## config.mk

```make
export PLATFORM = sky130hd
export DESIGN_NAME = fighter_sprite_addr_gen
export DESIGN_NICKNAME = d
export VERILOG_FILES = /design/src/rtl/fighter_pkg.sv /design/src/rtl/anim_frame_counter.sv /design/src/rtl/fighter_sprite_addr_gen.sv
export SDC_FILE = /design/constraint.sdc
export NUM_CORES = 1
export LEC_CHECK = 0
export ABC_AREA = 0
export CAP_MARGIN = 5
export CORE_ASPECT_RATIO = 1.75
export CORE_MARGIN = 1.5
export CORE_UTILIZATION = 40
export CTS_BUF_LIST = sky130_fd_sc_hd__clkbuf_4
export CTS_CLUSTER_DIAMETER = 150
export CTS_CLUSTER_SIZE = 20
export DETAILED_ROUTE_END_ITERATION = 6
export GPL_TIMING_DRIVEN = 0
export PLACE_DENSITY = 0.6
export SYNTH_ARGS = -nofsm -noshare
export SYNTH_HDL_FRONTEND = slang
export SYNTH_SLANG_ARGS = --single-unit
```

## constraint.sdc

```tcl
create_clock -name vga_clk -period 16.4 [get_ports vga_clk]
set_input_delay 1.64 -clock vga_clk [delete_from_list [all_inputs] [get_ports vga_clk]]
set_output_delay 1.64 -clock vga_clk [all_outputs]
set_load 0.02 [all_outputs]
```

## src/rtl/fighter_pkg.sv

```systemverilog
// Purpose: shared types and default geometry for the fighter sprite address generator.
// Latency: n/a (declarations only).
// Backpressure: n/a.
// Contents: anim_state_t animation state enum and the default hitbox, sprite and animation sizes.
package fighter_pkg;

  typedef enum logic [1:0] {
    IDLE = 2'd0,
    WALK = 2'd1
  } anim_state_t;

  localparam int HITBOX_W   = 80;
  localparam int HITBOX_H   = 160;
  localparam int SPR_W      = 60;
  localparam int SPR_H      = 90;
  localparam int NUM_FRAMES = 6;

endpackage

```

## src/rtl/anim_frame_counter.sv

```systemverilog
// Purpose: walk-animation state machine with a per-step tick divider and frame index.
// Latency: state/frame update on the frame_tick edge; outputs are registers.
// Backpressure: none; frame_tick_i is a single-cycle pulse that is never stalled.
// Ports: vga_clk_i/reset_i (sync, active-high), frame_tick_i, walk_req_i,
//        anim_state_o (IDLE/WALK), frame_sel_o (0..NUM_FRAMES-1).
module anim_frame_counter
  import fighter_pkg::*;
#(
  parameter int NUM_FRAMES      = fighter_pkg::NUM_FRAMES,
  parameter int TICKS_PER_FRAME = 6
) (
  input  logic        vga_clk_i,
  input  logic        reset_i,
  input  logic        frame_tick_i,
  input  logic        walk_req_i,
  output anim_state_t anim_state_o,
  output logic [2:0]  frame_sel_o
);

  localparam int TW = (TICKS_PER_FRAME > 1) ? $clog2(TICKS_PER_FRAME) : 1;

  anim_state_t   state_q, state_d;
  logic [TW-1:0] tick_cnt_q, tick_cnt_d;
  logic [2:0]    frame_sel_q, frame_sel_d;

  always_ff @(posedge vga_clk_i) begin
    if (reset_i) begin
      state_q     <= IDLE;
      tick_cnt_q  <= '0;
      frame_sel_q <= '0;
    end else begin
      state_q     <= state_d;
      tick_cnt_q  <= tick_cnt_d;
      frame_sel_q <= frame_sel_d;
    end
  end

  // Everything holds between ticks so a frame is never torn mid-scan.
  always_comb begin
    state_d     = state_q;
    tick_cnt_d  = tick_cnt_q;
    frame_sel_d = frame_sel_q;
    case (state_q)
      IDLE: begin
        if (frame_tick_i && walk_req_i) begin
          state_d     = WALK;
          tick_cnt_d  = '0;
          frame_sel_d = '0;
        end
      end
      WALK: begin
        if (frame_tick_i) begin
          if (walk_req_i) begin
            if (tick_cnt_q == TW'(TICKS_PER_FRAME - 1)) begin
              tick_cnt_d  = '0;
              frame_sel_d = (frame_sel_q == 3'(NUM_FRAMES - 1)) ? 3'd0 : frame_sel_q + 3'd1;
            end else begin
              tick_cnt_d = tick_cnt_q + TW'(1);
            end
          end else begin
            state_d     = IDLE;
            tick_cnt_d  = '0;
            frame_sel_d = '0;
          end
        end
      end
      // Unused encodings fall back to a clean IDLE immediately.
      default: begin
        state_d     = IDLE;
        tick_cnt_d  = '0;
        frame_sel_d = '0;
      end
    endcase
  end

  assign anim_state_o = state_q;
  assign frame_sel_o  = frame_sel_q;

endmodule

```

## src/rtl/fighter_sprite_addr_gen.sv

```systemverilog
// Purpose: maps the scan position onto a scaled (optionally mirrored) sprite ROM address.
// Latency: rom_address/in_sprite one vga_clk after DrawX/DrawY; animation updates on frame_tick.
// Backpressure: none; free-running pixel pipeline.
// Ports: vga_clk, reset (sync, active-high), DrawX/DrawY/blank scan inputs, frame_tick,
//        pos_x/pos_y hitbox origin, walk_req, facing_left; outputs rom_address, frame_sel,
//        in_sprite, anim_state.
// Build option: define FIGHTER_MIRROR_EN to enable horizontal mirroring from facing_left.
module fighter_sprite_addr_gen
  import fighter_pkg::*;
#(
  parameter int HITBOX_W        = fighter_pkg::HITBOX_W,
  parameter int HITBOX_H        = fighter_pkg::HITBOX_H,
  parameter int SPR_W           = fighter_pkg::SPR_W,
  parameter int SPR_H           = fighter_pkg::SPR_H,
  parameter int NUM_FRAMES      = fighter_pkg::NUM_FRAMES,
  parameter int TICKS_PER_FRAME = 6
) (
  input  logic        vga_clk,
  input  logic        reset,
  input  logic [9:0]  DrawX,
  input  logic [9:0]  DrawY,
  input  logic        blank,
  input  logic        frame_tick,
  input  logic [9:0]  pos_x,
  input  logic [9:0]  pos_y,
  input  logic        walk_req,
  input  logic        facing_left,
  output logic [12:0] rom_address,
  output logic [2:0]  frame_sel,
  output logic        in_sprite,
  output logic [1:0]  anim_state
);

  anim_state_t state_w;

  anim_frame_counter #(
    .NUM_FRAMES      (NUM_FRAMES),
    .TICKS_PER_FRAME (TICKS_PER_FRAME)
  ) u_anim (
    .vga_clk_i    (vga_clk),
    .reset_i      (reset),
    .frame_tick_i (frame_tick),
    .walk_req_i   (walk_req),
    .anim_state_o (state_w),
    .frame_sel_o  (frame_sel)
  );

  assign anim_state = state_w;

  // 11-bit arithmetic so a hitbox near column/row 1023 does not wrap.
  logic [10:0] lx, ly, x_end, y_end;
  logic        hit;
  logic [16:0] col, row, col_sel;

  assign lx    = {1'b0, DrawX} - {1'b0, pos_x};
  assign ly    = {1'b0, DrawY} - {1'b0, pos_y};
  assign x_end = {1'b0, pos_x} + 11'(HITBOX_W);
  assign y_end = {1'b0, pos_y} + 11'(HITBOX_H);

  assign hit = blank && (DrawX >= pos_x) && ({1'b0, DrawX} < x_end)
                     && (DrawY >= pos_y) && ({1'b0, DrawY} < y_end);

  // Scale hitbox-relative offsets down to sprite texels; division truncates.
  assign col = (17'(lx) * 17'(SPR_W)) / 17'(HITBOX_W);
  assign row = (17'(ly) * 17'(SPR_H)) / 17'(HITBOX_H);

`ifdef FIGHTER_MIRROR_EN
  // Latched only on frame_tick so a whole video frame shares one orientation.
  logic mirror_q, mirror_d;

  always_comb begin
    mirror_d = mirror_q;
    if (frame_tick) mirror_d = facing_left;
  end

  always_ff @(posedge vga_clk) begin
    if (reset) mirror_q <= 1'b0;
    else       mirror_q <= mirror_d;
  end

  assign col_sel = mirror_q ? (17'(SPR_W - 1) - col) : col;
`else
  logic unused_facing_left;
  assign unused_facing_left = facing_left;
  assign col_sel = col;
`endif

  logic [12:0] rom_address_q, rom_address_d;
  logic        in_sprite_q, in_sprite_d;

  always_comb begin
    rom_address_d = '0;
    in_sprite_d   = 1'b0;
    if (hit) begin
      rom_address_d = 13'(col_sel + row * 17'(SPR_W));
      in_sprite_d   = 1'b1;
    end
  end

  always_ff @(posedge vga_clk) begin
    if (reset) begin
      rom_address_q <= '0;
      in_sprite_q   <= 1'b0;
    end else begin
      rom_address_q <= rom_address_d;
      in_sprite_q   <= in_sprite_d;
    end
  end

  assign rom_address = rom_address_q;
  assign in_sprite   = in_sprite_q;

endmodule
```

==> metrics.md, run 1 <==
| Metric | Value |
|---|---|
| Status | finished clean |
| Total Wirelength | about 19000 um |
| Root buf cell | clkbuf_4 |
| TritonCTS Sinks | 21 |
| Die footprint | 0.02131 mm2 |
| Number of global-route vias before repair | 7465 |
| Rows | about 70 |
| Layout cells sized above 1 | approximately 5.9% |
| Met3 GRT Util | 0.4733% |
| First-pass GRT wire length | 32910 um |
| Synth Register Bits | 21 |
| Post-synth ARST share | 0% |
| Finished Layout Cells | 1365 |
| Hold WS | 540.4 ps |
| Critical path type | input pin to flop |
| Final setup TNS | 0 ps |
| Post-synth EDFFs | 0 |
| Via count | around 7700 |
| H-tree Lvls | 1 |
| Setup crit end kind | flop |
| Hold Path Class | flop to flop |
| Final worst-path cycle share | about 80% |
| Crit-path most repeated cell | a21o_1 |
| WP data arrival | 13720 ps |
| Yosys warnings | 0 |
| Crit path largest cell delay | 510 ps |
| Max-cap violations | 0 |
| Post-CTS Setup Inserts | 0 |
| GRT overflow | 0 |
| Main flop type after synthesis | dfxtp_1 |
| Hold-fix buffers, CTS | 0 |
| Slew headroom | 33.38% |
| Crit path time final | 13510 ps |
| FMAX | 74.02 MHz |
| Post-Syn Nets | between 1000 and 1500 |
| Post-Syn Area per Cell | 7.767 um2 |
| Final setup fails | 0 |
| Gpl congestion | 0.8966 |
| Num CTS Buffers | 3 |
| Worst-Margin Slew | around 990 ps |
| Count of cell types in the netlist | 87 |
| Gr busiest metal | met2 |
| CTS tree | built |
| Fill cell count | roughly 2100 |
| Vias per cell | between 5 and 6 |
| Post-Place Cells | 1361 |
| ANT nets after route | 0 |
| Critical Path RT | 16600 ps |
| Final hold viol count | 0 |
| Floorplan Core Area | 0.02020 mm2 |
| GRT Resource Usage Total | 18.04% |
| Initial Util | approximately 40% |
| Die Y | 192.0 um |
| Mapped Cells | 1051 |
| Largest net degree at the start of global routing | 12 |
| 1st-pass router iterations | 5 |
| HPWL Detailed | 16660 um |
| RSZ-0062 raised after global routing | no |
| Area Overhead vs Synth | 11.71% |
| Drt wl/cell | 14.10 um |
| Slowest stage cell, crit path | fa_1 |
| Final Net Count | ~1300 |
| Post_cts resized | 0 |
| Port bufs | 61 |
| Startpoint types | input pin |
| Chip width | 111.0 um |
| Post-synthesis cell area | 0.008163 mm2 |
| Reg clk slew, reported paths | 100 ps |
| Skew-Pair Late Insertion Delay | 310 ps |
| Initial DRC Count | 303 |
| Reg-to-reg setup timing slack | 14930 ps |
| I/O pins | 65 |
| M1 GR Usage | 19.24% |
| Clk buf depth | 2 |
| Max-slew violations | 0 |
| CP top delay family | compound AO/OA/AOI/OAI gates |
| DRC Markers | 0 |
| CP Max Fanout | 11 |
| Antenna diodes | 0 |
| Initial antenna violation count | 0 |
| Worst clock skew | 0.2304 ps |
| Sequential share of the synthesized area | just over 5% |
| Grt met2 use | 37.68% |
| Worst path bufs/invs | 8 |
logic make-up (layout without fill, tap and decap cells):
kind of cell	Yosys count	count (layout)	share of synthesized area [%]
other	1	1	0.04594
muxes	22	22	2.820
xor gates and xnor gates	92	92	10.06
buffers and inverters	165	231	8.246
DFF	21	21	5.150
adders and majority gates	152	152	27.74
and+or+nand+nor	272	272	17.37
AOI/OAI and AO/OA	326	326	28.57
path summary, 6_finish.rpt:
check | startpoint | endpoint | cells past startpoint
max | pos_y[1] | rom_address[12] | 53
max reg2reg | u_anim.anim_state_o[0] | u_anim.frame_sel_o[2] | 5
min | u_anim.tick_cnt_q[2] | u_anim.tick_cnt_q[2] | 2
min reg2reg | u_anim.tick_cnt_q[2] | u_anim.tick_cnt_q[2] | 2
flip-flops by register name, summed over array words and instances (netlist names):
name                 flops
rom_address             13
u_anim.frame_sel_o       3
u_anim.tick_cnt_q        3
in_sprite                1
u_anim.anim_state_o      1
through the flow:
step	setup WS [ps]	instance area (um2)	utilization [%]
floorplan	4081	8163	-
finish	2889	9119	45.14
CTS	2807	9119	45.14
detailed placement	2468	9089	44.99
global route	2080	9119	45.14
global placement	2586	9084	44.96
cell usage after synthesis (4+ instances only):
master	n	area, um2
a31oi_1	5	31.28
o22ai_1	4	25.02
or3_1	7	43.79
mux2i_1	14	140.1
nor2b_1	13	81.33
ha_1	101	1264
nand2_1	43	161.4
a211oi_2	6	75.07
o211ai_1	18	135.1
a221o_1	4	40.04
fa_1	49	980.9
o311ai_0	4	35.03
a211oi_1	14	105.1
and2_1	13	81.33
a311oi_1	6	52.55
buf_2	12	60.06
and4_1	4	35.03
inv_1	128	480.5
o31ai_1	6	45.04
a211o_1	10	87.58
xor2_1	35	306.5
mux2_2	8	90.09
xnor2_1	55	481.7
o21a_1	10	75.07
nor3b_1	4	30.03
nor2_1	69	259.0
nor3_1	39	195.2
a22oi_1	7	52.55
clkbuf_1	15	56.30
a21o_1	34	255.2
o221ai_1	6	52.55
nand3_1	22	110.1
dfxtp_1	21	420.4
and3_1	12	75.07
nand2b_1	8	50.05
o21bai_1	19	142.6
o211a_1	6	60.06
a2111oi_0	4	35.03
o21ai_0	42	210.2
nand4_1	11	68.82
a221oi_1	7	61.31
a21oi_1	77	385.4
worst min-delay path, delay by kind of cell (launching register included):
kind | cells | cell delay (ps)
flops | 1 | 340
simple gates | 1 | 50
compound gates | 1 | 120
per-layer routing:
metal  routed length (um)  share of wire, %
met5                    0                 0
met4                  455               2.4
met3                  298               1.5
met2                10690                56
met1                 7796                41
cells in the final DEF, fill, tap and decap left out, types with 7 or more instances in the layout:
cell type        netlist  layout
inv_1                128     128
ha_1                 101     101
a21oi_1               77      77
nor2_1                69      69
clkdlybuf4s50_1        0      61
xnor2_1               55      55
fa_1                  49      49
nand2_1               43      43
o21ai_0               42      42
nor3_1                39      39
xor2_1                35      35
a21o_1                34      34
nand3_1               22      22
dfxtp_1               21      21
o21bai_1              19      19
o211ai_1              18      18
clkbuf_1              15      15
a211oi_1              14      14
mux2i_1               14      14
nor2b_1               13      13
buf_2                 12      13
and2_1                13      13
and3_1                12      12
nand4_1               11      11
a211o_1               10      10
o21a_1                10      10
nand2b_1               8       8
mux2_2                 8       8
a22oi_1                7       7
or3_1                  7       7
a221oi_1               7       7
layout make-up:
| cell class | count | area, um2 | area share [%] |
|---|---|---|---|
| Inverter | 129 | 489.2 | 5.365 |
| Tap cell | 248 | 310.3 | 3.403 |
| Timing Repair Buffer | 62 | 615.6 | 6.751 |
| Buffer | 36 | 183.9 | 2.017 |
| Sequential cell | 21 | 420.4 | 4.610 |
| Multi-Input combinational cell | 865 | 7069 | 77.52 |
| Clock buffer | 4 | 30.03 | 0.3293 |
Power of run 1 is not shown: default switching activity piles up to over one toggle a cycle in this logic, so the estimate is an artifact.
==> inputs of run 2 (changes only) <==
==> constraint.sdc (replaced) <==
create_clock -name vga_clk -period 13.7 [get_ports vga_clk]
set_input_delay 1.37 -clock vga_clk [delete_from_list [all_inputs] [get_ports vga_clk]]
set_output_delay 1.37 -clock vga_clk [all_outputs]
set_load 0.02 [all_outputs]
==> run 2 against run 1 <==
Net effect: register-to-register slack got worse by 2700 ps; wire length increased by 0.22%; via count increased by 0.18%; sequential cell count unchanged; core utilization increased by 0.61 points; cell count increased by 0.37%; sequential share of layout area decreased by 0.061 points; critical path depth increased by 1.
==> metrics.md, run 2 (synthesis results as in run 1) <==
| Metric | Value |
|---|---|
| Num CTS Buffers | 3 (unchanged) |
| Worst path bufs/invs | 9 (+1) |
| Via count | 7713 (+0.18%) |
| Reg clk slew, reported paths | 100 ps (about the same) |
| Final setup TNS | 0 ps (unchanged) |
| Final setup fails | 0 (unchanged) |
| HPWL Detailed | 16660 um (unchanged) |
| Final hold viol count | 0 (unchanged) |
| Root buf cell | clkbuf_4 |
| Max-cap violations | 0 (unchanged) |
| Largest net degree at the start of global routing | 12 (unchanged) |
| Port bufs | 61 (unchanged) |
| Gpl congestion | 0.8966 (unchanged) |
| Initial Util | 40.41% (unchanged) |
| Status | finished clean |
| Max-slew violations | 0 (unchanged) |
| Number of global-route vias before repair | 7465 (unchanged) |
| Hold Path Class | flop to flop |
| Final Net Count | 1319 (+0.38%) |
| Crit-path most repeated cell | a21o_1 |
| 1st-pass router iterations | 5 (unchanged) |
| H-tree Lvls | 1 (unchanged) |
| Crit path largest cell delay | 510 ps (about the same) |
| TritonCTS Sinks | 21 (unchanged) |
| ANT nets after route | 0 (unchanged) |
| RSZ-0062 raised after global routing | no |
| Die Y | 192.0 um (unchanged) |
| WP data arrival | 13170 ps (-550 ps) |
| Clk buf depth | 2 (unchanged) |
| Fin util | 45.75% (+0.61 points) |
| Fill cell count | 2102 (-0.76%) |
| Area Overhead vs Synth | 13.21% |
| I/O pins | 65 (unchanged) |
| CP Max Fanout | 11 (unchanged) |
| Critical path type | input pin to flop |
| Layout cells sized above 1 | 7.398% (+1.5 points) |
| Worst clock skew | 0.2304 ps (unchanged) |
| Startpoint types | input pin |
| GRT overflow | 0 (unchanged) |
| Total Wirelength | 19290 um (+0.22%) |
| Die footprint | 0.02131 mm2 (unchanged) |
| DRC Markers | 0 (unchanged) |
| Vias per cell | 5.630 (-0.18%) |
| GRT Resource Usage Total | 18.04% (unchanged) |
| Final worst-path cycle share | 94.62% |
| Crit path time final | 12960 ps |
| CP top delay family | compound AO/OA/AOI/OAI gates |
| Critical Path RT | 13900 ps (-2700 ps) |
| CTS tree | built |
| Drt wl/cell | 14.08 um (-0.14%) |
| Setup crit end kind | flop |
| First-pass GRT wire length | 32910 um (unchanged) |
| Skew-Pair Late Insertion Delay | 310 ps (about the same) |
| Rows | 69 (unchanged) |
| Most common cell after layout, fill and taps aside | inv_1 |
| Chip width | 111.0 um (unchanged) |
| Slowest stage cell, crit path | fa_1 |
| Antenna diodes | 0 (unchanged) |
| Floorplan Core Area | 0.02020 mm2 (unchanged) |
| Slew headroom | 33.33% (-0.052 points) |
| Initial antenna violation count | 0 (unchanged) |
| Initial DRC Count | 279 (-7.9%) |
| Commonest non-fill, non-tap cells in the layout | inv_1, ha_1, a21oi_1 |
| Worst-Margin Slew | 993.4 ps (+0.7827 ps) |
| FMAX | 77.14 MHz |
| Max reg flops | 13 (unchanged) |
==> run 2: changes by cell type in the layout (fill, tap and decap cells not counted), sizes merged <==
| cell | previous run | this run |
|---|---|---|
| buf | 22 | 27 |
==> run 2: worst paths after layout <==
| check | endpoint | cells past startpoint | start | slack, ps |
|---|---|---|---|---|
| worst max-delay path | rom_address[12] | 54 | pos_y[1] | 740 |
| worst min-delay path | u_anim.tick_cnt_q[2] | 2 | u_anim.tick_cnt_q[2] | 540 |
| worst max register to register | u_anim.frame_sel_o[2] | 5 | u_anim.anim_state_o[0] | 12230 |
| worst min register to register | u_anim.tick_cnt_q[2] | 2 | u_anim.tick_cnt_q[2] | 540 |
==> run 2: per-stage QoR <==
step	cells	setup slack, ps	hold WS [ps]	cell area [um2]
floorplan	1051	1651	480.2	8163
global placement	1360	155.6	493.6	9084
detailed placement	1361	37.56	512.9	9089
CTS	1365	377.0	538.0	9119
global route	1370	26.27	579.8	9241
finish	1370	736.9	540.4	9241
==> run 2: worst reg2reg max path: stages, from the launching register on <==
cell	delay, ps
dfxtp_1	410
o21a_1	200
o21ai_0	200
nor4b_1	400
a22oi_1	110
nor2_1	100
==> run 2: layout make-up <==
class                           count  area [um2]  area share, %
Buffer                             36       185.2          2.004
Clock buffer                        4       30.03         0.3249
Inverter                          129       489.2          5.294
Sequential cell                    21       420.4          4.549
Timing Repair Buffer               67       653.1          7.067
Tap cell                          248       310.3          3.358
Multi-Input combinational cell    865        7153          77.40
==> run 2: layer usage <==
layer / track usage, % / share of wire, % / wire length [um] / vias up
li1: - / - / - / 3947
met1: 19.24 / 40 / 7804 / 3616
met2: 37.68 / 56 / 10780 / 115
met3: 0.4733 / 1.3 / 242 / 35
met4: 5.424 / 2.4 / 461 / 0
met5: 0 / 0 / 0 / -
==> run 2: timing repair <==
action / 4_1_cts / 5_1_grt
endpoints found under the setup margin: 0 / 1
hold buffers: 0 / 0
resized for setup: 0 / 15
setup buffers: 0 / 5
Power of run 2 is left out for the same reason.
==> inputs of run 3 (changes only) <==
--- a/config.mk
+++ b/config.mk
@@ -7,7 +7,6 @@
 export LEC_CHECK = 0
 export ABC_AREA = 0
 export CAP_MARGIN = 5
-export CORE_ASPECT_RATIO = 1.75
 export CORE_MARGIN = 1.5
 export CORE_UTILIZATION = 40
 export CTS_BUF_LIST = sky130_fd_sc_hd__clkbuf_4
@@ -15,6 +14,7 @@
 export CTS_CLUSTER_SIZE = 20
 export DETAILED_ROUTE_END_ITERATION = 6
 export GPL_TIMING_DRIVEN = 0
+export HOLD_SLACK_MARGIN = 0.08
 export PLACE_DENSITY = 0.6
 export SYNTH_ARGS = -nofsm -noshare
 export SYNTH_HDL_FRONTEND = slang
==> run 3 against run 2 <==
Net effect: wire length decreased by 2.6%; core utilization grew 0.35 points; via count is 1.8% lower; sequential cell count did not move; critical path depth stayed put; global-route usage fell by 0.34 points; non-clock buffer count is 2 lower; cell area up 0.28%; critical path type unchanged.
==> metrics.md, run 3 (synthesis results as in run 1) <==
| Metric | Value |
|---|---|
| Initial antenna violation count | 0 (unchanged) |
| Root buf cell | clkbuf_4 |
| Final setup fails | 0 (unchanged) |
| TritonCTS Sinks | 21 (unchanged) |
| Post-Place Cells | 1383 (+1.6%) |
| Die Y | 145.9 um (-24%) |
| WHS Endpoint | u_anim.tick_cnt_q[2] |
| Slowest stage cell, crit path | fa_1 |
| Worst-Margin Slew | 1004 ps (+10.69 ps) |
| First-pass GRT wire length | 33030 um (+0.38%) |
| Layout cells sized above 1 | 7.321% (-0.076 points) |
| I/O pins | 65 (unchanged) |
| Vias per cell | 5.447 (-3.2%) |
| GRT overflow | 0 (unchanged) |
| Number of global-route vias before repair | 7260 (-2.7%) |
| Antenna diodes | 0 (unchanged) |
| Skew-Pair Late Insertion Delay | 290 ps (-20 ps) |
| Met3 WL | 360 um (+49%) |
| HP Start | u_anim.tick_cnt_q[2] |
| Via count | 7572 (-1.8%) |
| Max-slew violations | 0 (unchanged) |
| Die footprint | 0.02127 mm2 (-0.15%) |
| FMAX | 77.01 MHz (-0.18%) |
| Initial Util | 40.60% (+0.20 points) |
| Clk buf depth | 2 (unchanged) |
| Reg-to-reg setup timing slack | 12180 ps (-50 ps) |
| Drt wl/cell | 13.52 um (-4.0%) |
| Gpl congestion | 0.8545 (-4.7%) |
| Initial DRC Count | 331 (+19%) |
| Rows | 52 (-25%) |
| CTS tree | built |
| Worst clock skew | 7.512 ps (+7.282 ps) |
| Max-cap violations | 0 (unchanged) |
| Critical path type | input pin to flop |
| WP data arrival | 13170 ps (about the same) |
| Floorplan Core Area | 0.02010 mm2 (-0.48%) |
| Hold Path Class | flop to flop |
| Crit path time final | 12990 ps (+23.03 ps) |
| Top Metal Used | met4 |
| GRT Resource Usage Total | 17.70% (-0.34 points) |
| Final Net Count | 1317 (-0.15%) |
| Fill cell count | 2038 (-3.0%) |
| Hold path depth | 2 (unchanged) |
| Crit-path most repeated cell | a21o_1 |
| RR Startpoint | u_anim.anim_state_o[0] |
| Num CTS Buffers | 3 (unchanged) |
| Largest net degree at the start of global routing | 12 (unchanged) |
| Most common cell after layout, fill and taps aside | inv_1 |
| DRC Markers | 0 (unchanged) |
| Met1 wire length | 9477 um (+21%) |
| Critical Path RT | 13880 ps (-20 ps) |
| Worst r2r dst | u_anim.frame_sel_o[1] |
| Final worst-path cycle share | 94.79% (+0.17 points) |
| Setup crit end kind | flop |
| Area Overhead vs Synth | 13.53% |
| Max reg flops | 13 (unchanged) |
| Reg clk slew, reported paths | 110 ps (about the same) |
| Status | finished clean |
| Startpoint types | input pin |
| ANT nets after route | 0 (unchanged) |
| Slew headroom | 32.61% (-0.72 points) |
| Commonest non-fill, non-tap cells in the layout | inv_1, ha_1, a21oi_1 |
| 1st-pass router iterations | 5 (unchanged) |
| Finished Layout Cells | 1390 (+1.5%) |
| Final hold viol count | 0 (unchanged) |
| Chip width | 145.9 um (+31%) |
| Port bufs | 61 (unchanged) |
| Worst reg2reg path depth | 5 (unchanged) |
| HPWL Detailed | 15900 um (-4.6%) |
| Crit path largest cell delay | 520 ps (about the same) |
| H-tree Lvls | 1 (unchanged) |
| CP Max Fanout | 11 (unchanged) |
| Total Wirelength | 18790 um (-2.6%) |
| Metal2 WL | 8797 um (-18%) |
## run 3: what timing repair did
action	CTS	global route
endpoints found under the hold margin	0	0
setup buffers	0	3
hold buffers	0	0
resized for setup	0	17
setup endpoints to repair	0	1
## run 3: layout make-up
cell class / count / area [um2] / share of cell area, %
multi-input cells: 865 / 7167 / 77.33
repair buffers: 65 / 638.1 / 6.885
inverters: 129 / 489.2 / 5.279
flip-flops and latches: 21 / 420.4 / 4.536
well taps: 270 / 337.8 / 3.645
plain buffers: 36 / 185.2 / 1.998
clock buffers: 4 / 30.03 / 0.3240
## run 3: per-stage QoR
| stage | setup slack (ps) | cell area, um2 | util, % | hold slack (ps) | setup TNS, ps |
|---|---|---|---|---|---|
| after global placement | 192.3 | 9111 | 45.32 | 508.4 | 0 |
| after CTS | 519.4 | 9146 | 45.49 | 552.6 | 0 |
| after floorplan | 1651 | 8163 | - | 480.2 | 0 |
| after detailed placement | 205.2 | 9116 | 45.34 | 531.9 | 0 |
| after global routing | -33.62 | 9268 | 46.10 | 594.1 | -33.62 |
| final | 713.9 | 9268 | 46.10 | 557.1 | 0 |
## run 3: metal layers
layer  vias to the layer above  global-route usage, %
li1                       3924                      -
met1                      3536                  24.71
met2                       104                  30.93
met3                         8                 0.7837
met4                         0                  2.347
met5                         -                      0
## run 3: how the worst max path moves through the flow
stage / startpoint / end / slack, ps / cells past startpoint
2_1_floorplan: pos_y[1] / rom_address[12] / 1650 / 53
3_3_place_gp: pos_y[1] / rom_address[12] / 190 / 53
5_1_grt: pos_y[1] / rom_address[12] / -30 / 54
3_5_place_dp: pos_y[1] / rom_address[12] / 210 / 53
6_report: pos_y[1] / rom_address[12] / 710 / 54
4_1_cts: pos_y[1] / rom_address[12] / 520 / 53
## run 3: critical path: cells and delay by family
family                     cells  cell delay, ps
muxes                          1             310
adders and majority gates      9            3490
AOI/OAI and AO/OA             21            4360
and+or+nand+nor                6            1070
buffers and inverters          9            1150
xor gates and xnor gates       8            1400
Power of run 3 is left out for the same reason.
==> edit 1: new RTL, settings of run 1 <==
Build with the macro `FIGHTER_MIRROR_EN` defined.
--- a/src/rtl/fighter_sprite_addr_gen.sv
+++ b/src/rtl/fighter_sprite_addr_gen.sv
@@ -6,4 +6,6 @@
 //        in_sprite, anim_state.
 // Build option: define FIGHTER_MIRROR_EN to enable horizontal mirroring from facing_left.
+`define FIGHTER_MIRROR_EN
+
 module fighter_sprite_addr_gen
   import fighter_pkg::*;
Behaviour: not the same (a bounded check fails within 4 cycles, from zero or initial values and one cycle with reset high).
==> edit 1 against run 1 <==
- final area grew 1.6%
- sequential share of layout area grew 0.14 points
- worst setup slack lost 0.95 ns
- routed wire length grew 7.3%
- sequential cell count grew 1
- via count grew 3.6%
- area after synthesis grew 1.4%
Power is left out: the tool's default activity adds up to more than one toggle a clock period on the data nets, which glitch-free logic cannot reach.
==> edit 1: results (changes against run 1) <==
\begin{tabular}{lr}
\hline
Metric & Value \\
\hline
\multicolumn{2}{l}{\textbf{Outcome}} \\
\quad Outcome & finished clean \\
\multicolumn{2}{l}{\textbf{Final layout}} \\
\quad Total number of nets in the final design & 1,352 (+2.9\%) \\
\quad Proportion of layout cells with a drive suffix above 1 & 4.25\% (-1.7 points) \\
\multicolumn{2}{l}{\textbf{Clock tree}} \\
\quad Clock transition time at the flip-flop clock pins of the worst setup and hold paths & 0.12 ns (+0.02 ns) \\
\quad Number of CTS-inserted buffers & 3 (unchanged) \\
\quad Setup Buffers After CTS & 0 (unchanged) \\
\multicolumn{2}{l}{\textbf{STA}} \\
\quad Setup skew after layout & 0.00917 ns (+0.00894 ns) \\
\quad Maximum clock frequency & 69.2 MHz (-6.5\%) \\
\multicolumn{2}{l}{\textbf{Logic synthesis}} \\
\quad Synth top area cells & sky130\_fd\_sc\_hd\_\_ha\_1 16\%, sky130\_fd\_sc\_hd\_\_fa\_1 12\%, sky130\_fd\_sc\_hd\_\_inv\_1 6.6\% \\
\quad Share of the yosys chip area belonging to registers & 5.32\% (+0.17 points) \\
\quad Commonest cells in the synthesized netlist & 146 x sky130\_fd\_sc\_hd\_\_inv\_1, 103 x sky130\_fd\_sc\_hd\_\_ha\_1, 83 x sky130\_fd\_sc\_hd\_\_nor2\_1, 80 x sky130\_fd\_sc\_hd\_\_a21oi\_1, 60 x sky130\_fd\_sc\_hd\_\_o21ai\_0 \\
\quad Count of unique library cells instantiated by Yosys & 99 (+14\%) \\
\quad Synthesized netlist net count & 1,285 (+3.0\%) \\
\multicolumn{2}{l}{\textbf{Setup path}} \\
\quad Maximum fanout count along the critical path & 10 (-1) \\
\quad CP max-delay cell & sky130\_fd\_sc\_hd\_\_o311ai\_1 \\
\quad Arrival time at the worst endpoint & 14.71 ns (+0.99 ns) \\
\quad Critical path's largest stage delay & 0.96 ns (+0.45 ns) \\
\quad Reg-to-reg setup timing slack & 12.74 ns (-2.19 ns) \\
\multicolumn{2}{l}{\textbf{Place}} \\
\quad DPL Wire Length & 18,100 microns (+8.8\%) \\
\quad Worst slack after detailed placement & 1.75 ns (-0.718 ns) \\
\quad Routability congestion estimate & 0.938 (+4.6\%) \\
\quad IO buf count & 62 (+1.6\%) \\
\multicolumn{2}{l}{\textbf{Global routing}} \\
\quad Number of global-route vias before repair & 7,905 (+5.9\%) \\
\quad Pin count of the biggest net entering global routing & 14 (+2) \\
\quad First-pass GRT wire length & 35,500 microns (+7.8\%) \\
\multicolumn{2}{l}{\textbf{Detailed routing}} \\
\quad Number of vias per cell after detailed routing & 5.69 (+0.96\%) \\
\quad Wirelength, routed & 20,700 microns (+7.3\%) \\
\quad Number of DRC violations after detailed-routing iteration 0 & 314 (+3.6\%) \\
\quad Length of the first detailed-routing pass in iterations & 4 (-1) \\
\hline
\end{tabular}
edit 1: cell types whose count changed after synthesis, sizes merged, moves of 9 or more:
cell           run 1  this run
buf               21        10
o211ai            18         9
inv              129       146
nor2              71        84
nand2             44        59
nor3              41        28
o21ai             47        67
edit 1: per-layer routing:
layer	GRT usage [%]	up-vias	wire length (microns)
met1	19.2	3749	7910
met5	0	-	0
met4	5.77	0	577
met2	40.1	153	11700
li1	-	4029	-
met3	0.909	47	444
edit 1: worst max-delay path: cells and delay by family:
family	cells	cell delay, ns
AO/OA/AOI/OAI	25	6.60
XOR/XNOR	5	1.01
adder cells (fa/ha/maj)	9	3.40
AND/OR/NAND/NOR	4	0.76
buffers and inverters	7	1.29
edit 1: layout make-up:
cell class	count	area, sq um
plain buffers	33	169
multi-input cells	886	7120
flip-flops and latches	22	440
well taps	248	310
repair buffers	62	621
clock buffers	3	22.5
fillers	2058	11000
clock inverters	1	30.0
inverters	146	548
edit 1: final timing paths:
path,startpoint,endpoint,cells after the start
max,pos_y[1],rom_address[12],50
min reg2reg,u_anim.frame_sel_o[2],u_anim.frame_sel_o[2],2
min,u_anim.frame_sel_o[2],u_anim.frame_sel_o[2],2
max reg2reg,mirror_q,rom_address[12],18
edit 1: logic make-up (layout without fill, tap and decap cells):
| group | Yosys count | in the layout | share of synthesized area, % |
|---|---|---|---|
| XOR/XNOR | 86 | 86 | 9.26 |
| other | 1 | 1 | 0.0453 |
| multiplexers | 20 | 20 | 2.49 |
| flip-flops | 22 | 22 | 5.32 |
| buffers and inverters | 179 | 245 | 8.66 |
| adder cells (fa/ha/maj) | 154 | 154 | 27.7 |
| AO/OA/AOI/OAI | 331 | 331 | 28.4 |
| AND/OR/NAND/NOR | 294 | 294 | 18.1 |
edit 1: through the flow:
step	hold WS, ns	cell area, sq um	std cells	util [%]
6_report	0.561	9260	1401	45.7
5_1_grt	0.601	9260	1401	45.7
3_5_place_dp	0.545	9210	1397	45.4
2_1_floorplan	0.505	8280	1087	-
3_3_place_gp	0.536	9210	1397	45.4
4_1_cts	0.574	9260	1401	45.7
==> edit 2: new RTL, flow settings as in run 1 <==
Without the edit above. Register the inputs `DrawX`, `DrawY`, `blank`, `pos_x`, `pos_y` and `walk_req` before use. The logic sees them one clock later. The other inputs are not delayed to match. Comments in the files are not updated.
--- a/src/rtl/fighter_sprite_addr_gen.sv
+++ b/src/rtl/fighter_sprite_addr_gen.sv
@@ -32,4 +32,20 @@
 );
 
+  logic [9:0] DrawX_q;
+  logic [9:0] DrawY_q;
+  logic blank_q;
+  logic [9:0] pos_x_q;
+  logic [9:0] pos_y_q;
+  logic walk_req_q;
+
+  always_ff @(posedge vga_clk) begin
+    DrawX_q    <= DrawX;
+    DrawY_q    <= DrawY;
+    blank_q    <= blank;
+    pos_x_q    <= pos_x;
+    pos_y_q    <= pos_y;
+    walk_req_q <= walk_req;
+  end
+
   anim_state_t state_w;
 
@@ -41,5 +57,5 @@
     .reset_i      (reset),
     .frame_tick_i (frame_tick),
-    .walk_req_i   (walk_req),
+    .walk_req_i   (walk_req_q),
     .anim_state_o (state_w),
     .frame_sel_o  (frame_sel)
@@ -53,11 +69,11 @@
   logic [16:0] col, row, col_sel;
 
-  assign lx    = {1'b0, DrawX} - {1'b0, pos_x};
-  assign ly    = {1'b0, DrawY} - {1'b0, pos_y};
-  assign x_end = {1'b0, pos_x} + 11'(HITBOX_W);
-  assign y_end = {1'b0, pos_y} + 11'(HITBOX_H);
+  assign lx    = {1'b0, DrawX_q} - {1'b0, pos_x_q};
+  assign ly    = {1'b0, DrawY_q} - {1'b0, pos_y_q};
+  assign x_end = {1'b0, pos_x_q} + 11'(HITBOX_W);
+  assign y_end = {1'b0, pos_y_q} + 11'(HITBOX_H);
 
-  assign hit = blank && (DrawX >= pos_x) && ({1'b0, DrawX} < x_end)
-                     && (DrawY >= pos_y) && ({1'b0, DrawY} < y_end);
+  assign hit = blank_q && (DrawX_q >= pos_x_q) && ({1'b0, DrawX_q} < x_end)
+                     && (DrawY_q >= pos_y_q) && ({1'b0, DrawY_q} < y_end);
 
   // Scale hitbox-relative offsets down to sprite texels; division truncates.
Behaviour: not the same (Yosys sat finds a counterexample within 4 cycles, from zero or initial values and one cycle with reset high).
==> edit 2 against run 1 <==
- via count rose by 1.7%
- cell count rose by 6.2%
- routed wire length rose by 8.6%
- area after synthesis rose by 8.6%
- sequential share of layout area rose by 8.0 points
- final area rose by 10%
- die area rose by 8.4%
- worst setup slack improved by 1.5 ns
- synthesized cell count rose by 2.7%
- sequential cell count rose by 42
- critical endpoint unchanged
Power is not shown: default switching activity piles up to over one toggle a cycle in this logic, so the estimate is an artifact.
==> edit 2: results (changes against run 1) <==
\begin{tabular}{lr}
\hline
Metric & Value \\
\hline
\multicolumn{2}{l}{\textbf{Detailed routing}} \\
\quad Number of vias per cell after detailed routing & 5.40 (-4.3\%) \\
\quad Number of DRC violations after detailed-routing iteration 0 & 285 (-5.9\%) \\
\quad Wirelength, routed & 20,900 microns (+8.6\%) \\
\multicolumn{2}{l}{\textbf{Final layout}} \\
\quad Number of filler cells placed in the layout & 2,167 (+2.3\%) \\
\quad Proportion of layout cells with a drive suffix above 1 & 7.61\% (+1.7 points) \\
\multicolumn{2}{l}{\textbf{Global routing}} \\
\quad Pin count of the biggest net entering global routing & 14 (+2) \\
\quad First-pass GRT wire length & 35,700 microns (+8.5\%) \\
\quad Initial antenna violation count & 1 (+1) \\
\multicolumn{2}{l}{\textbf{Place}} \\
\quad DPL Wire Length & 17,500 microns (+5.1\%) \\
\quad Worst slack after detailed placement & 4.38 ns (+1.91 ns) \\
\quad Number of instances in the placed design & 1,433 (+5.3\%) \\
\quad IO buf count & 62 (+1.6\%) \\
\multicolumn{2}{l}{\textbf{Clock tree}} \\
\quad Clock transition time at the flip-flop clock pins of the worst setup and hold paths & 0.12 ns (+0.02 ns) \\
\quad CTS HTree Levels & 3 (+2) \\
\quad Number of CTS-inserted buffers & 9 (+6) \\
\multicolumn{2}{l}{\textbf{Setup path}} \\
\quad Arrival time at the worst endpoint & 12.41 ns (-1.31 ns) \\
\quad Critical path's largest stage delay & 0.53 ns (+0.02 ns) \\
\quad CP max-delay cell & sky130\_fd\_sc\_hd\_\_o41ai\_4 \\
\quad Worst r2r path cells & 55 (+50) \\
\multicolumn{2}{l}{\textbf{Logic synthesis}} \\
\quad Adder-cell area share of the yosys netlist & 25.8\% (-1.9 points) \\
\quad Xor and xnor fraction of the mapped netlist area & 10.3\% (+0.25 points) \\
\quad Share of the yosys chip area belonging to registers & 14.2\% (+9.1 points) \\
\quad Post-Syn Area per Cell & 8.21 sq um (+5.8\%) \\
\quad Fraction of the mapped netlist area in compound gates & 25.5\% (-3.1 points) \\
\quad Mux share of post-synthesis cell area & 1.88\% (-0.94 points) \\
\quad Commonest cells in the synthesized netlist & 129 x sky130\_fd\_sc\_hd\_\_inv\_1, 101 x sky130\_fd\_sc\_hd\_\_ha\_1, 75 x sky130\_fd\_sc\_hd\_\_nor2\_1, 69 x sky130\_fd\_sc\_hd\_\_nand2\_1, 65 x sky130\_fd\_sc\_hd\_\_a21oi\_1 \\
\multicolumn{2}{l}{\textbf{Outcome}} \\
\quad Outcome & finished clean \\
\hline
\end{tabular}
edit 2: cell count changes after synthesis, moves of 6 or more:
cell                        change
sky130_fd_sc_hd__a211o_1        -7
sky130_fd_sc_hd__o2111ai_1      +7
sky130_fd_sc_hd__o211ai_1      -11
sky130_fd_sc_hd__o21ai_1        +8
sky130_fd_sc_hd__nor2_1         +6
sky130_fd_sc_hd__dfxtp_1       +42
sky130_fd_sc_hd__nor4_1         +8
sky130_fd_sc_hd__and3_1         -6
sky130_fd_sc_hd__nand2_1       +26
sky130_fd_sc_hd__nor3_1        -13
sky130_fd_sc_hd__a21oi_1       -12
edit 2: cell type report:
type	count	area (sq um)	area share, %
multi-input combinational	852	6940	69.1
timing repair buffer	62	621	6.18
clock buffer	11	82.6	0.822
buffer	33	171	1.71
antenna	1	2.50	0.0249
sequential	63	1260	12.6
inverter	131	494	4.92
tap	292	365	3.64
clock inverter	5	106	1.06
edit 2: per-layer routing:
layer	wire, microns	vias up	GRT usage, %
li1	-	3979	-
met1	7460	3683	17.6
met2	12300	129	40.5
met3	441	37	2.51
met4	699	0	9.37
met5	0	-	0
edit 2: path summary, 6_finish.rpt:
path                                           start              endpoint  slack, ns
worst max-delay path                      pos_y_q[1]       rom_address[12]       4.35
worst min-delay path            u_anim.tick_cnt_q[1]  u_anim.tick_cnt_q[1]       0.50
worst max register to register            pos_y_q[1]       rom_address[12]       4.35
worst min register to register  u_anim.tick_cnt_q[1]  u_anim.tick_cnt_q[1]       0.50
edit 2: cells by family after synthesis:
family,count (synthesis)
other cells,1
flops,63
compound gates,312
buf+inv,164
mux,16
simple gates,269
xor+xnor,100
fa+ha+maj,154
